### src/rtl/alu_share_arbiter.sv
`default_nettype none
//------------------------------------------------------------------------------
// Module      : alu_share_arbiter
// Description : Round-robin sharing of one combinational LC-3b ALU between
//               two requesters. Each operation occupies a two-cycle slot
//               (IDLE accept, EXEC), and its result lands in a per-requester
//               response buffer together with the LC-3b NZP condition codes.
//               Optional grant statistics are enabled by defining the macro
//               ALU_SHARE_STATS_EN (adds STATS_CLR, GRANT_CNT0, GRANT_CNT1).
// Revision    : 1.0 - initial release
//------------------------------------------------------------------------------
module alu_share_arbiter #(
   parameter int WIDTH = 16
) (
   input  logic             CLK,
   input  logic             RESET_N,
   // requester 0
   input  logic             REQ0_VALID,
   output logic             REQ0_READY,
   input  logic [WIDTH-1:0] REQ0_A,
   input  logic [WIDTH-1:0] REQ0_B,
   input  logic [1:0]       REQ0_ALUK,
   output logic             RSP0_VALID,
   input  logic             RSP0_READY,
   output logic [WIDTH-1:0] RSP0_DATA,
   output logic [2:0]       RSP0_NZP,
   // requester 1
   input  logic             REQ1_VALID,
   output logic             REQ1_READY,
   input  logic [WIDTH-1:0] REQ1_A,
   input  logic [WIDTH-1:0] REQ1_B,
   input  logic [1:0]       REQ1_ALUK,
   output logic             RSP1_VALID,
   input  logic             RSP1_READY,
   output logic [WIDTH-1:0] RSP1_DATA,
   output logic [2:0]       RSP1_NZP,
   // shared ALU
   output logic [WIDTH-1:0] ALU_A,
   output logic [WIDTH-1:0] ALU_B,
   output logic [1:0]       ALU_ALUK,
   input  logic [WIDTH-1:0] ALU_OUT,
   output logic             BUSY
`ifdef ALU_SHARE_STATS_EN
   ,
   input  logic             STATS_CLR,
   output logic [15:0]      GRANT_CNT0,
   output logic [15:0]      GRANT_CNT1
`endif
);

   typedef enum logic [0:0] {
      S_IDLE = 1'b0,
      S_EXEC = 1'b1
   } state_t;

   state_t           r_state;
   state_t           w_state_nxt;
   logic             r_ptr;
   logic [WIDTH-1:0] r_op_a;
   logic [WIDTH-1:0] r_op_b;
   logic [1:0]       r_op_aluk;
   logic             r_op_id;
   logic             r_rsp0_valid;
   logic             r_rsp1_valid;
   logic [WIDTH-1:0] r_rsp0_data;
   logic [WIDTH-1:0] r_rsp1_data;
   logic [2:0]       r_rsp0_nzp;
   logic [2:0]       r_rsp1_nzp;
   logic             w_elig0;
   logic             w_elig1;
   logic             w_grant0;
   logic             w_grant1;
   logic             w_accept;
   logic             w_busy;
   logic [2:0]       w_alu_nzp;

   // LC-3b condition codes: exactly one of N, Z, P is set.
   function automatic logic [2:0] f_nzp(input logic [WIDTH-1:0] d);
      logic n;
      logic z;
      n = d[WIDTH-1];
      z = (d == '0);
      return {n, z, ~n & ~z};
   endfunction

   // A full buffer blocks its requester even if it drains this cycle (no bypass).
   assign w_elig0   = REQ0_VALID & ~r_rsp0_valid;
   assign w_elig1   = REQ1_VALID & ~r_rsp1_valid;
   assign w_accept  = w_grant0 | w_grant1;
   assign w_busy    = (r_state == S_EXEC);
   assign w_alu_nzp = f_nzp(ALU_OUT);

   // Round-robin grant in IDLE and the two-state slot sequencing.
   always_comb begin
      w_state_nxt = r_state;
      w_grant0    = 1'b0;
      w_grant1    = 1'b0;
      if (r_state == S_IDLE) begin
         if (w_elig0 && w_elig1) begin
            w_grant0 = ~r_ptr;
            w_grant1 = r_ptr;
         end else begin
            w_grant0 = w_elig0;
            w_grant1 = w_elig1;
         end
         if (w_grant0 || w_grant1) begin
            w_state_nxt = S_EXEC;
         end
      end else begin
         w_state_nxt = S_IDLE;
      end
   end

   // State register.
   always_ff @(posedge CLK or negedge RESET_N) begin
      if (!RESET_N) begin
         r_state <= S_IDLE;
      end else begin
         r_state <= w_state_nxt;
      end
   end

   // Capture the winning operation and hand priority to the other requester.
   always_ff @(posedge CLK or negedge RESET_N) begin
      if (!RESET_N) begin
         r_ptr     <= 1'b0;
         r_op_a    <= '0;
         r_op_b    <= '0;
         r_op_aluk <= 2'b00;
         r_op_id   <= 1'b0;
      end else if (w_accept) begin
         r_op_a    <= w_grant1 ? REQ1_A    : REQ0_A;
         r_op_b    <= w_grant1 ? REQ1_B    : REQ0_B;
         r_op_aluk <= w_grant1 ? REQ1_ALUK : REQ0_ALUK;
         r_op_id   <= w_grant1;
         r_ptr     <= ~w_grant1;
      end
   end

   // Response buffer 0: drain on RSP0_READY, fill at the end of its EXEC slot.
   always_ff @(posedge CLK or negedge RESET_N) begin
      if (!RESET_N) begin
         r_rsp0_valid <= 1'b0;
         r_rsp0_data  <= '0;
         r_rsp0_nzp   <= 3'b000;
      end else begin
         if (r_rsp0_valid && RSP0_READY) begin
            r_rsp0_valid <= 1'b0;
         end
         if (w_busy && !r_op_id) begin
            r_rsp0_valid <= 1'b1;
            r_rsp0_data  <= ALU_OUT;
            r_rsp0_nzp   <= w_alu_nzp;
         end
      end
   end

   // Response buffer 1: drain on RSP1_READY, fill at the end of its EXEC slot.
   always_ff @(posedge CLK or negedge RESET_N) begin
      if (!RESET_N) begin
         r_rsp1_valid <= 1'b0;
         r_rsp1_data  <= '0;
         r_rsp1_nzp   <= 3'b000;
      end else begin
         if (r_rsp1_valid && RSP1_READY) begin
            r_rsp1_valid <= 1'b0;
         end
         if (w_busy && r_op_id) begin
            r_rsp1_valid <= 1'b1;
            r_rsp1_data  <= ALU_OUT;
            r_rsp1_nzp   <= w_alu_nzp;
         end
      end
   end

`ifdef ALU_SHARE_STATS_EN
   logic [15:0] r_grant_cnt0;
   logic [15:0] r_grant_cnt1;

   // Saturating grant counters; clear wins over increment.
   always_ff @(posedge CLK or negedge RESET_N) begin
      if (!RESET_N) begin
         r_grant_cnt0 <= 16'h0000;
         r_grant_cnt1 <= 16'h0000;
      end else if (STATS_CLR) begin
         r_grant_cnt0 <= 16'h0000;
         r_grant_cnt1 <= 16'h0000;
      end else begin
         if (w_grant0 && !(&r_grant_cnt0)) begin
            r_grant_cnt0 <= r_grant_cnt0 + 16'h0001;
         end
         if (w_grant1 && !(&r_grant_cnt1)) begin
            r_grant_cnt1 <= r_grant_cnt1 + 16'h0001;
         end
      end
   end

   assign GRANT_CNT0 = r_grant_cnt0;
   assign GRANT_CNT1 = r_grant_cnt1;
`endif

   // Ready is held low while reset is asserted so no handshake is seen then.
   assign REQ0_READY = w_grant0 & RESET_N;
   assign REQ1_READY = w_grant1 & RESET_N;

   assign RSP0_VALID = r_rsp0_valid;
   assign RSP0_DATA  = r_rsp0_data;
   assign RSP0_NZP   = r_rsp0_nzp;
   assign RSP1_VALID = r_rsp1_valid;
   assign RSP1_DATA  = r_rsp1_data;
   assign RSP1_NZP   = r_rsp1_nzp;

   // ALU inputs are only presented during the EXEC slot.
   assign ALU_A    = w_busy ? r_op_a    : '0;
   assign ALU_B    = w_busy ? r_op_b    : '0;
   assign ALU_ALUK = w_busy ? r_op_aluk : 2'b00;
   assign BUSY     = w_busy;

endmodule
`default_nettype wire

### config.mk
export PLATFORM = sky130hd
export DESIGN_NAME = alu_share_arbiter
export DESIGN_NICKNAME = d
export VERILOG_FILES = /design/src/rtl/alu_share_arbiter.sv
export SDC_FILE = /design/constraint.sdc
export NUM_CORES = 1
export LEC_CHECK = 0
export CAP_MARGIN = 20
export CORE_MARGIN = 3
export CORE_UTILIZATION = 37
export CTS_CLUSTER_SIZE = 12
export DETAILED_ROUTE_END_ITERATION = 10
export MAX_ROUTING_LAYER = met4
export PLACE_DENSITY = 0.74
export SYNTH_ARGS = -nofsm -noshare
export SYNTH_HDL_FRONTEND = slang
export SYNTH_SLANG_ARGS = --single-unit
### constraint.sdc
create_clock -name CLK -period 1.9 [get_ports CLK]
set_clock_uncertainty 0.15 [all_clocks]
set_input_delay 0.38 -clock CLK [delete_from_list [all_inputs] [get_ports CLK]]
set_output_delay 0.38 -clock CLK [all_outputs]
set_load 0.02 [all_outputs]
Word-level counts from Yosys, hierarchy flattened
Index checks and enable logic that the tools add are counted.
{"block": "totals", "register_bits": 77, "output_inout_bits": 77, "elab_cells": 52}
{"block": "classes", "mux": 18, "n_bitwise": 12, "reduce_logical": 10}
{"cell": "2-to-1 mux 16 bit", "n": 4}
{"cell": "zero test 16 bit", "n": 1}
{"cell": "2-to-1 mux 1 bit", "n": 12}
{"cell": "inverter 1 bit", "n": 6}
{"cell": "AND 1 bit", "n": 5}
{"cell": "logical AND 1 bit", "n": 5}
{"cell": "2-to-1 mux 2 bit", "n": 2}
{"cell": "nonzero test 2 bit", "n": 2}
{"cell": "zero test 1 bit", "n": 1}
{"cell": "logical OR 1 bit", "n": 1}
{"cell": "OR 1 bit", "n": 1}

Longest topological paths before layout
Gate-level depths: netlist of run 1.
{"block": "depth", "depth_word": 8, "ltp_mapped": 5, "ltp_nobuf": 3}

Least setup slack after synthesis of run 1
OpenSTA, ideal clock, no wires.
{"block": "synth_path", "path_type": "flip-flop to output port", "startpoint": "register r_state, in the netlist BUSY", "endpoint": "output REQ1_READY", "arrival_time_ns": 1.432, "required_ns": 1.370, "slack_ns": -0.062, "path_stages_with_launch": 5, "path_buffers": 2, "cell_sequence": "dfrtp_1 > buf_4 > nor3_4 > buf_6 > and2_1"}
{"block": "synth_between", "elab_chain_cells": 2}
{"element": "start: declaration", "line": "56", "source": "state_t r_state;"}
{"element": "start signal: assignment", "line": "119", "source": "r_state <= w_state_nxt;"}
{"element": "2-to-1 mux 1 bit", "line": "98", "source": "if (r_state == S_IDLE) begin"}
{"element": "AND 1 bit", "line": "204", "source": "assign REQ1_READY = w_grant1 & RESET_N;"}
{"element": "end: declaration", "line": "29", "source": "output logic REQ1_READY,"}
Every way passes these cells.

Worst setup path after layout of run 1
{"block": "layout_path", "startpoint": "register r_state, in the netlist BUSY", "endpoint": "output REQ0_READY"}
{"block": "layout_between", "elab_chain_cells": 2}
{"element": "2-to-1 mux 1 bit", "line": "98"}
{"element": "AND 1 bit", "line": "203", "source": "assign REQ0_READY = w_grant0 & RESET_N;"}
{"element": "end: declaration", "line": "19", "source": "output logic REQ0_READY,"}
Every way passes these cells.

==> results.tsv, run 1 <==
metric	value	unit
Seq. cell area	0.00188	mm²
Compound-Gate Fraction of Synth Area	0.116	
CP Launch Type	register	
global route total overflow	0	
crit path max fanout	3	
core area	0.00876	mm²
Root Driver	clkbuf_8	
period utilization	1.02	
Buffers on Ports	166	
Initial DRT Pass Iterations	5	
synth warn	0	
largest family of logic cells by synthesized area	simple AND/OR/NAND/NOR gates	
crit path time final	1.95	ns
CTS H-Tree Depth	3	
simple-gate share of the synthesized area	0.172	
met2 GRT Util	0.317	
failing checks	setup timing	
Skew-Pair Late Insertion Delay	0.32	ns
VDD IR-drop max	0.000586	V
Routed WL	9420	µm
area of the multi-input gates	0.00135	mm²
Pwr Density	1620	mW/mm²
post-synthesis mux area share	0.107	
final core occ	0.601	
fmax	0.514	GHz
Die Y-Extent	101	µm
final hold violations	0	
Slew HR	0.634	
sequential share of the synthesized area	0.557	
xor-xnor portion of the synthesized cell area	0	
Antenna Nets Post-Route	0	
CTS tree	yes	
post-route cell area	0.00527	mm²
TritonCTS buffer count	9	
Fillers	744	
CTS max path bufs	2	
clock slew at reported path FFs	0.08	ns
Slew @ Worst Pin	0.549	ns
largest net degree at the start of global routing	44	
GRT Total Usage	0.193	
Layout area overhead	56.3	%
Pins Over Slew Limit	0	
post-synthesis cell count	265	
final net count	532	
Worst Setup Slack, final	-0.0450	ns
HPWL after detailed placement	7000	µm
I/O Pins	167	
row count	34	
largest area contributor in the synthesized netlist	dfrtp_1	
wire per inst	17.0	µm
LEAKAGE	2.48	nW
Hold Crit Class	reg2reg	
total nets after synthesis	355	
Max Cap Viol	0	
via count	2825	
Cells after DPL	537	
clk sink count	75	
Initial Utilization	0.384	
Chip Width	101	µm
DRC	0	
Worst Setup End Kind	primary output	
GR peak layer	met2	
first-pass GRT wire length	15000	µm
GR met3 Demand/Resource	0.0379	
status	finished, violations left	
Setup Viol. Count Final	1	
initial antenna violation count	0	
share of cells above drive strength 1	0.231	
Syn Area/Cell	12.7	µm²
share of the synthesized area in the top cell type	0.557	
WP data arrival	1.42	ns
Synth cell types	24	
full die area	0.0103	mm²
initial drt markers	94	
RSZ-0062 raised after global routing	true	
Synth Cell Area	0.00337	mm²
critical path class	reg2out	
CP required	1.37	ns
# diodes	0	
top post-synthesis cells by area	dfrtp_1, a221o_1, mux2_2	
Yosys reg bits	75	
setup TNS	-0.0450	ns
DP Area	0.00520	mm²
Non-Filler Instances	554	
met1 Use GR	0.242	
Synth Area in Adders	0	
pre-CTS setup slack	-0.609	ns
Vias per Instance	5.10	
number of global-route vias before repair	2934	
Placer Congestion	0.739	
==> report_power, final <==
| group | internal, mW | leakage [nW] | total (mW) | switching, mW |
|---|---|---|---|---|
| Combinational | 2.29 | 1.49 | 4.53 | 2.25 |
| Clock | 0.602 | 0.0913 | 1.18 | 0.583 |
| Sequential | 2.39 | 0.904 | 2.83 | 0.436 |
| Total | 5.28 | 2.48 | 8.55 | 3.27 |
==> worst paths after layout <==
kind                                          from                 endpoint  slack, ns  depth (start not counted)
setup / recovery                    BUSY$_DFF_PN0_               REQ0_READY      -0.05                          4
hold / removal             RSP1_NZP[0]$_DFFE_PN0P_  RSP1_NZP[0]$_DFFE_PN0P_       0.33                          2
setup reg to reg            RSP1_VALID$_DFFE_PN0P_   r_op_b[11]$_DFFE_PN0P_       0.18                          5
hold reg to reg            RSP1_NZP[0]$_DFFE_PN0P_  RSP1_NZP[0]$_DFFE_PN0P_       0.33                          2
max in group asynchronous                  RESET_N   RSP0_VALID$_DFFE_PN0P_       0.62                          3
min in group asynchronous                  RESET_N   r_op_a[12]$_DFFE_PN0P_       0.51                          3
==> layer usage <==
metal  wire [µm]  vias to the layer above  part of all wire
met2        4740                      105              0.50
li1            -                     1336                 -
met4          79                        0            0.0084
met3         648                        4             0.069
met5           0                        -                 0
met1        3950                     1380              0.42
==> metrics by stage <==
| stage | power, mW | hold slack [ns] |
|---|---|---|
| after floorplan | 5.52 | -0.0656 |
| after global placement | 7.58 | 0.304 |
| after detailed placement | 7.70 | 0.318 |
| after CTS | 8.73 | 0.335 |
| after global routing | 9.11 | 0.355 |
| final | 8.55 | 0.335 |
==> registers in the layout (all words and copies together), names as in the netlist, 2 cells and up <==
| register | flops |
|---|---|
| RSP0_NZP | 2 |
| r_op_a | 16 |
| RSP0_DATA | 16 |
| RSP1_NZP | 2 |
| RSP1_DATA | 16 |
| r_op_b | 16 |
| r_op_aluk | 2 |
==> logic make-up (layout without fill, tap and decap cells) <==
group / count (synthesis) / after routing
and+or+nand+nor: 90 / 90
DFF: 75 / 75
AOI/OAI and AO/OA: 42 / 42
muxes: 32 / 32
buffers and inverters: 26 / 207
==> critical path: stages, from the launching register on <==
cell	delay [ns]
dfrtp_2	0.42
buf_6	0.13
nor3b_4	0.21
and3_4	0.21
buf_6	0.12
==> synthesized netlist by cell type (all sizes together) <==
library cell   n
clkbuf         9
and4           1
nor3           1
dfrtp         75
nand3b         1
nand4          1
and3          35
a221o         34
mux2          32
nor2           2
inv            3
nand2b         3
nor4           4
o31ai          2
o21ai          4
and2          35
buf           14
nand2          5
nor3b          2
a21o           2
==> cell type report <==
cell class              instances  share of cell area
inverters                       3             0.00214
well taps                     108              0.0257
repair buffers                189               0.323
clock inverters                 6              0.0128
clock buffers                   9              0.0235
flip-flops and latches         75               0.357
multi-input cells             164               0.256
==> cells in the final DEF, fill, tap and decap left out, drive strengths merged, types with 3 or more instances in the layout <==
cell type	netlist	final
a221o	34	34
and2	35	35
and3	35	35
buf	14	52
clkbuf	9	17
clkdlybuf4s50	0	120
clkinv	0	3
dfrtp	75	75
dlygate4sd2	0	4
dlymetal6s2s	0	4
inv	3	3
mux2	32	32
nand2	5	5
nand2b	3	3
nor4	4	4
o21ai	4	4
==> timing repair <==
action / 4_1_cts / 5_1_grt
hold buffers: 1 / 0
hold endpoints to repair: 32 / 0
gates resized for setup: 136 / 26
gates cloned: 0 / 0
endpoints found under the setup margin: 39 / 40
pin swaps: 2 / 3
setup buffers: 3 / 1
Note: power is estimated with default switching activity, not from simulation.
==> inputs of run 2 (changes only) <==
Settings changed: CTS_CLUSTER_DIAMETER from default to 40.
==> results of run 2 <==
Same layout as run 1: the final DEF is identical, and so are final timing and power.
